--- config.mk ---
export PLATFORM = sky130hd
export DESIGN_NAME = snake_move_sched
export DESIGN_NICKNAME = d
export VERILOG_FILES = /design/src/rtl/snake_move_sched.sv
export SDC_FILE = /design/constraint.sdc
export NUM_CORES = 1
export LEC_CHECK = 0
export CAP_MARGIN = 20
export CORE_ASPECT_RATIO = 2
export CORE_MARGIN = 2
export CORE_UTILIZATION = 43
export DETAILED_ROUTE_END_ITERATION = 6
export SLEW_MARGIN = 20
export SYNTH_ARGS = -nofsm -noshare
export SYNTH_HDL_FRONTEND = slang
export SYNTH_SLANG_ARGS = --single-unit
--- constraint.sdc ---
create_clock -name clk -period 14 [get_ports clk]
set_input_delay 2.8 -clock clk [delete_from_list [all_inputs] [get_ports clk]]
set_output_delay 2.8 -clock clk [all_outputs]
set_load 0.02 [all_outputs]
--- src/rtl/snake_move_sched.sv ---
// Movement scheduler: paces snake moves, commits heading on each tick,
// and tracks score and speed level from eaten food.
module snake_move_sched #(
    parameter int unsigned TICK_BASE      = 12500000,
    parameter int unsigned TICK_STEP      = 1000000,
    parameter int unsigned TICK_MIN       = 2500000,
    parameter int unsigned FOOD_PER_LEVEL = 5,
    parameter int unsigned LEVEL_MAX      = 9
) (
    input  logic       clk,
    input  logic       reset,
    input  logic [1:0] game_status,
    input  logic       key1_press,
    input  logic       key2_press,
    input  logic       key3_press,
    input  logic       key4_press,
    input  logic       eat_food,
    output logic       move_tick,
    output logic [1:0] direction,
    output logic [7:0] score,
    output logic [3:0] level
);

    typedef enum logic [1:0] {
        ST_RESTART = 2'b00,
        ST_START   = 2'b01,
        ST_PLAY    = 2'b10,
        ST_DIE     = 2'b11
    } status_e;

    localparam logic [1:0] DIR_UP    = 2'b00;
    localparam logic [1:0] DIR_DOWN  = 2'b01;
    localparam logic [1:0] DIR_LEFT  = 2'b10;
    localparam logic [1:0] DIR_RIGHT = 2'b11;

    localparam logic [31:0] BASE = 32'(TICK_BASE);
    localparam logic [31:0] STEP = 32'(TICK_STEP);
    localparam logic [31:0] MINP = 32'(TICK_MIN);
    localparam logic [31:0] HEAD =
        (TICK_BASE > TICK_MIN) ? 32'(TICK_BASE - TICK_MIN) : 32'd0;
    localparam logic [31:0] FPL  = 32'(FOOD_PER_LEVEL);
    localparam logic [3:0]  LMAX = 4'(LEVEL_MAX);

    status_e     st;
    logic        tick_q, tick_d;
    logic [1:0]  dir_q, dir_d;
    logic [1:0]  pend_q, pend_d;
    logic [7:0]  score_q, score_d;
    logic [3:0]  level_q, level_d;
    logic [31:0] cnt_q, cnt_d;
    logic [7:0]  food_q, food_d;

    logic [31:0] reduce;
    logic [31:0] period;
    logic [31:0] period_m1;
    logic        key_vld;
    logic [1:0]  key_dir;
    logic        key_ok;

    assign st = status_e'(game_status);

    // Clamp before subtracting so the period never wraps below the floor
    assign reduce    = {28'd0, level_q} * STEP;
    assign period    = (reduce >= HEAD) ? MINP : BASE - reduce;
    assign period_m1 = period - 32'd1;

    always_comb begin
        key_vld = 1'b1;
        key_dir = DIR_UP;
        if (key1_press)      key_dir = DIR_UP;
        else if (key2_press) key_dir = DIR_DOWN;
        else if (key3_press) key_dir = DIR_LEFT;
        else if (key4_press) key_dir = DIR_RIGHT;
        else                 key_vld = 1'b0;
    end

    // Reversal is judged against the committed heading, not pending
    assign key_ok = key_vld && (key_dir != {dir_q[1], ~dir_q[0]});

    always_comb begin
        tick_d  = 1'b0;
        dir_d   = dir_q;
        pend_d  = pend_q;
        score_d = score_q;
        level_d = level_q;
        cnt_d   = cnt_q;
        food_d  = food_q;
        unique case (st)
            ST_RESTART: begin
                dir_d   = DIR_RIGHT;
                pend_d  = DIR_RIGHT;
                score_d = 8'd0;
                level_d = 4'd0;
                cnt_d   = 32'd0;
                food_d  = 8'd0;
            end
            ST_START: begin
                cnt_d = 32'd0;
                if (key_ok) begin
                    pend_d = key_dir;
                    dir_d  = key_dir;
                end
            end
            ST_PLAY: begin
                if (key_ok) pend_d = key_dir;
                if (cnt_q >= period_m1) begin
                    tick_d = 1'b1;
                    cnt_d  = 32'd0;
                    dir_d  = pend_q;
                end else begin
                    cnt_d = cnt_q + 32'd1;
                end
                if (eat_food) begin
                    if (score_q != 8'hFF) score_d = score_q + 8'd1;
                    if ({24'd0, food_q} + 32'd1 >= FPL) begin
                        food_d = 8'd0;
                        if (level_q < LMAX) level_d = level_q + 4'd1;
                    end else begin
                        food_d = food_q + 8'd1;
                    end
                end
            end
            ST_DIE: begin
                tick_d = 1'b0;
            end
            default: begin
                tick_d = 1'b0;
            end
        endcase
    end

    always_ff @(posedge clk) begin
        if (reset) begin
            tick_q  <= 1'b0;
            dir_q   <= DIR_RIGHT;
            pend_q  <= DIR_RIGHT;
            score_q <= 8'd0;
            level_q <= 4'd0;
            cnt_q   <= 32'd0;
            food_q  <= 8'd0;
        end else begin
            tick_q  <= tick_d;
            dir_q   <= dir_d;
            pend_q  <= pend_d;
            score_q <= score_d;
            level_q <= level_d;
            cnt_q   <= cnt_d;
            food_q  <= food_d;
        end
    end

    assign move_tick = tick_q;
    assign direction = dir_q;
    assign score     = score_q;
    assign level     = level_q;

endmodule

==> run_results.csv <==
group,metric,value,unit
global_routing,grt_max_degree,30,
die,die_h,146,um
synth,ys_ff_latch,57,
flow_run,maxCapViolations,0,
routing,ant_nets,0,
min_path,hp-class,"reg2reg",
power_and_ir_drop,leakagePower,1.96,nW
final_layout,fin_util,50.9,%
sta,min_period,5.75,ns
sta,setup_tns,0,ns
critical_path,worst_r2r_endpoint,"cnt_q[16]",
critical_path,setup.worst_path.start,"level[1]",
critical_path,arrival,6.02,ns
die,ios,24,
power_and_ir_drop,powerDensity,79.4,mW/mm2
critical_path,endpoint,"cnt_q[16]",
critical_path,cp-start-kind,"register",
placed_design,post-place-ws,8.23,ns
final_layout,drive_above_1_share,4.68,%
synth,synth-edff-count,0,
synth,synth.avg_cell_area,8.27,um2
sta,max_freq,174,MHz
critical_path,rrSetupSlack,8.25,ns
critical_path,cp-end-kind,"register",
synth,synth.lib_cells_used.distinct,59,
synth,synth-main-ff-cell,"dfxtp_1",
synth,netlist_area,0.00431,mm2
placed_design,dp_hpwl,7.89,mm
global_routing,grt.total_usage,19.3,%
sta,finalHoldViolCount,0,
placed_design,place_inst,671,
routing,vias_per_cell,5.40,
sta,rsz0062_at_grt,"false",
critical_path,reg2reg_from,"level[1]",
sta,slew_headroom,30.6,%
synth,yosysSeqAreaShare,26.5,%
outcome,status,"completed",
die,coreArea,0.00976,mm2
clock_tree,cts_inserted_buffers,9,
sta,setup_viol,0,
synth,async_reset_ff_share,0,%
critical_path,rr_worst_depth,18,
clock_tree,cts.repair.resized,0,
clock_tree,cts_root_buffer,"clkbuf_16",
clock_tree,clkTransAtPathRegs,0.05,ns
clock_tree,cts_tree,"done",
clock_tree,cts_buffer_depth,2,
power_and_ir_drop,irDropWorstVdd,0.0527,mV
routing,wl,9.95,mm
global_routing,grt_pass1_wl,16.6,mm
clock_tree,htreeDepth,3,
sta,maxSlewViolCount,0,
die,std_cell_rows,51,
sta,worst_pin_slew,1.03,ns
clock_tree,cts_hold_buf,0,
global_routing,grt-ovfl-total,0,
routing,dr.pass1.iters,4,
synth,ys_warn_count,0,
die,die_w,74.8,um
critical_path,cp.required,14.27,ns
routing,wire_per_inst,14.5,um
die,die_area,0.0109,mm2
placed_design,io_buffers,23,
final_layout,fillCellCount,956,
clock_tree,postCtsSetupRepairBufs,0,
clock_tree,clkLatencyLatePin,0.34,ns
global_routing,first_global_vias,3702,
routing,drtIter0Drc,145,
die,start_util,44.1,%
critical_path,cp_max_fo,29,
final_layout,diodes,0,
final_layout,syn_to_final_growth,15.3,%
critical_path,crit_type,"reg2reg",
final_layout,final_nets,621,
sta,setup_slack,8.25,ns
sta,final.period_utilization,41.1,%
synth,syn-instance-count,521,
final_layout,stdcell_count,687,
clock_tree,clock_sinks,57,
routing,drcViolationCount,0,
global_routing,antenna_found_initial,0,
sta,skew,0.00923,ns
routing,vias,3713,
placed_design,gp_congestion,0.848,
-- per-stage QoR --
stage          power, mW  cell area, um2  hold slack, ns
6_report           0.394            4970           0.480
2_1_floorplan      0.185            4340           0.443
5_1_grt            0.407            4970           0.490
4_1_cts            0.399            4970           0.476
3_5_place_dp       0.194            4690           0.459
3_3_place_gp       0.193            4690           0.457
-- placed cells by master, fill, tap and decap left out, drive strengths merged, types with 6 or more instances in the layout --
| cell | n |
|---|---|
| nand3 | 19 |
| nand2 | 46 |
| clkdlybuf4s50 | 23 |
| a31oi | 9 |
| dfxtp | 57 |
| nor3 | 9 |
| conb | 8 |
| a21oi | 28 |
| nand4 | 18 |
| inv | 25 |
| ha | 57 |
| o31ai | 9 |
| nand3b | 6 |
| nor2 | 67 |
| clkbuf | 9 |
| xor2 | 32 |
| o21ai | 15 |
| and3 | 7 |
| nor2b | 12 |
| xnor2 | 21 |
-- final cells by class --
class	instances	area, um2	area share (%)
inverter	23	86.3	1.74
sequential	57	1140	23.0
clock buffer	9	225	4.53
clock inverter	7	55.1	1.11
timing repair buffer	24	238	4.79
tap	132	165	3.32
multi-input combinational	435	3060	61.5
-- sequential cells by signal, summed over array words and instances (netlist names) --
name / flops
pend_q: 2
move_tick: 1
cnt_q: 32
direction: 2
score: 8
level: 4
food_q: 8
-- cell families after synthesis --
family / synth area share (%)
DFF: 26.5
other: 0.0870
buffers and inverters: 3.37
and+or+nand+nor: 24.5
xor gates and xnor gates: 10.8
muxes: 1.05
AOI/OAI and AO/OA: 14.9
adders and majority gates: 18.9
-- per-layer routing --
layer	GRT usage [%]	routed length, um	vias up
li1	-	-	1908
met1	19.1	3780	1735
met2	36.6	5670	50
met3	2.63	211	20
met4	9.73	286	0
met5	0	0	-
-- cells in the mapped netlist (4+ instances only) --
master / instances / share of area, %
xor2_1: 32 / 6.5
ha_1: 57 / 17
o21ai_0: 13 / 1.5
a311o_1: 5 / 1.2
and3_1: 7 / 1.0
a21oi_1: 27 / 3.1
dfxtp_1: 57 / 26
nor2_1: 67 / 5.8
nand3b_1: 6 / 1.0
nand2b_1: 4 / 0.58
nor3_1: 9 / 1.0
nand3_1: 19 / 2.2
clkbuf_1: 9 / 0.78
and2_1: 4 / 0.58
nor2b_1: 12 / 1.7
a31oi_1: 9 / 1.3
nor3b_1: 4 / 0.70
xnor2_1: 21 / 4.3
nand2_1: 46 / 4.0
inv_1: 23 / 2.0
fa_1: 5 / 2.3
nand4_1: 18 / 2.6
o31ai_1: 9 / 1.6
-- critical path, stage by stage, from the launching register on --
cell	delay, ns
dfxtp_1	0.64
inv_1	0.23
ha_1	0.38
fa_1	0.48
ha_1	0.31
a21o_1	0.20
a21oi_2	0.20
o21ai_1	0.08
a311o_1	0.42
a311oi_1	0.86
o31ai_1	0.20
ha_1	0.34
a21oi_1	0.15
nor2b_1	0.06
o311ai_0	0.32
a31o_2	0.30
a32oi_2	0.12
buf_4	0.25
nor2_1	0.14
-- power breakdown --
part	switching [mW]	leakage [nW]	total [mW]	internal [mW]
Sequential	0.00166	0.460	0.166	0.164
Combinational	0.0144	1.37	0.0247	0.0103
Clock	0.0830	0.132	0.204	0.121
-- worst min-delay path by stage --
stage           endpoint  cells after the start  slack (ns)  startpoint
2_1_floorplan  food_q[7]                      1        0.44   food_q[7]
3_3_place_gp   food_q[4]                      1        0.46   food_q[4]
3_5_place_dp   food_q[7]                      1        0.46   food_q[7]
4_1_cts        food_q[7]                      1        0.48   food_q[7]
5_1_grt        food_q[4]                      1        0.49   food_q[4]
6_report       food_q[4]                      1        0.48   food_q[4]
Note: power is estimated with default switching activity, not from simulation.
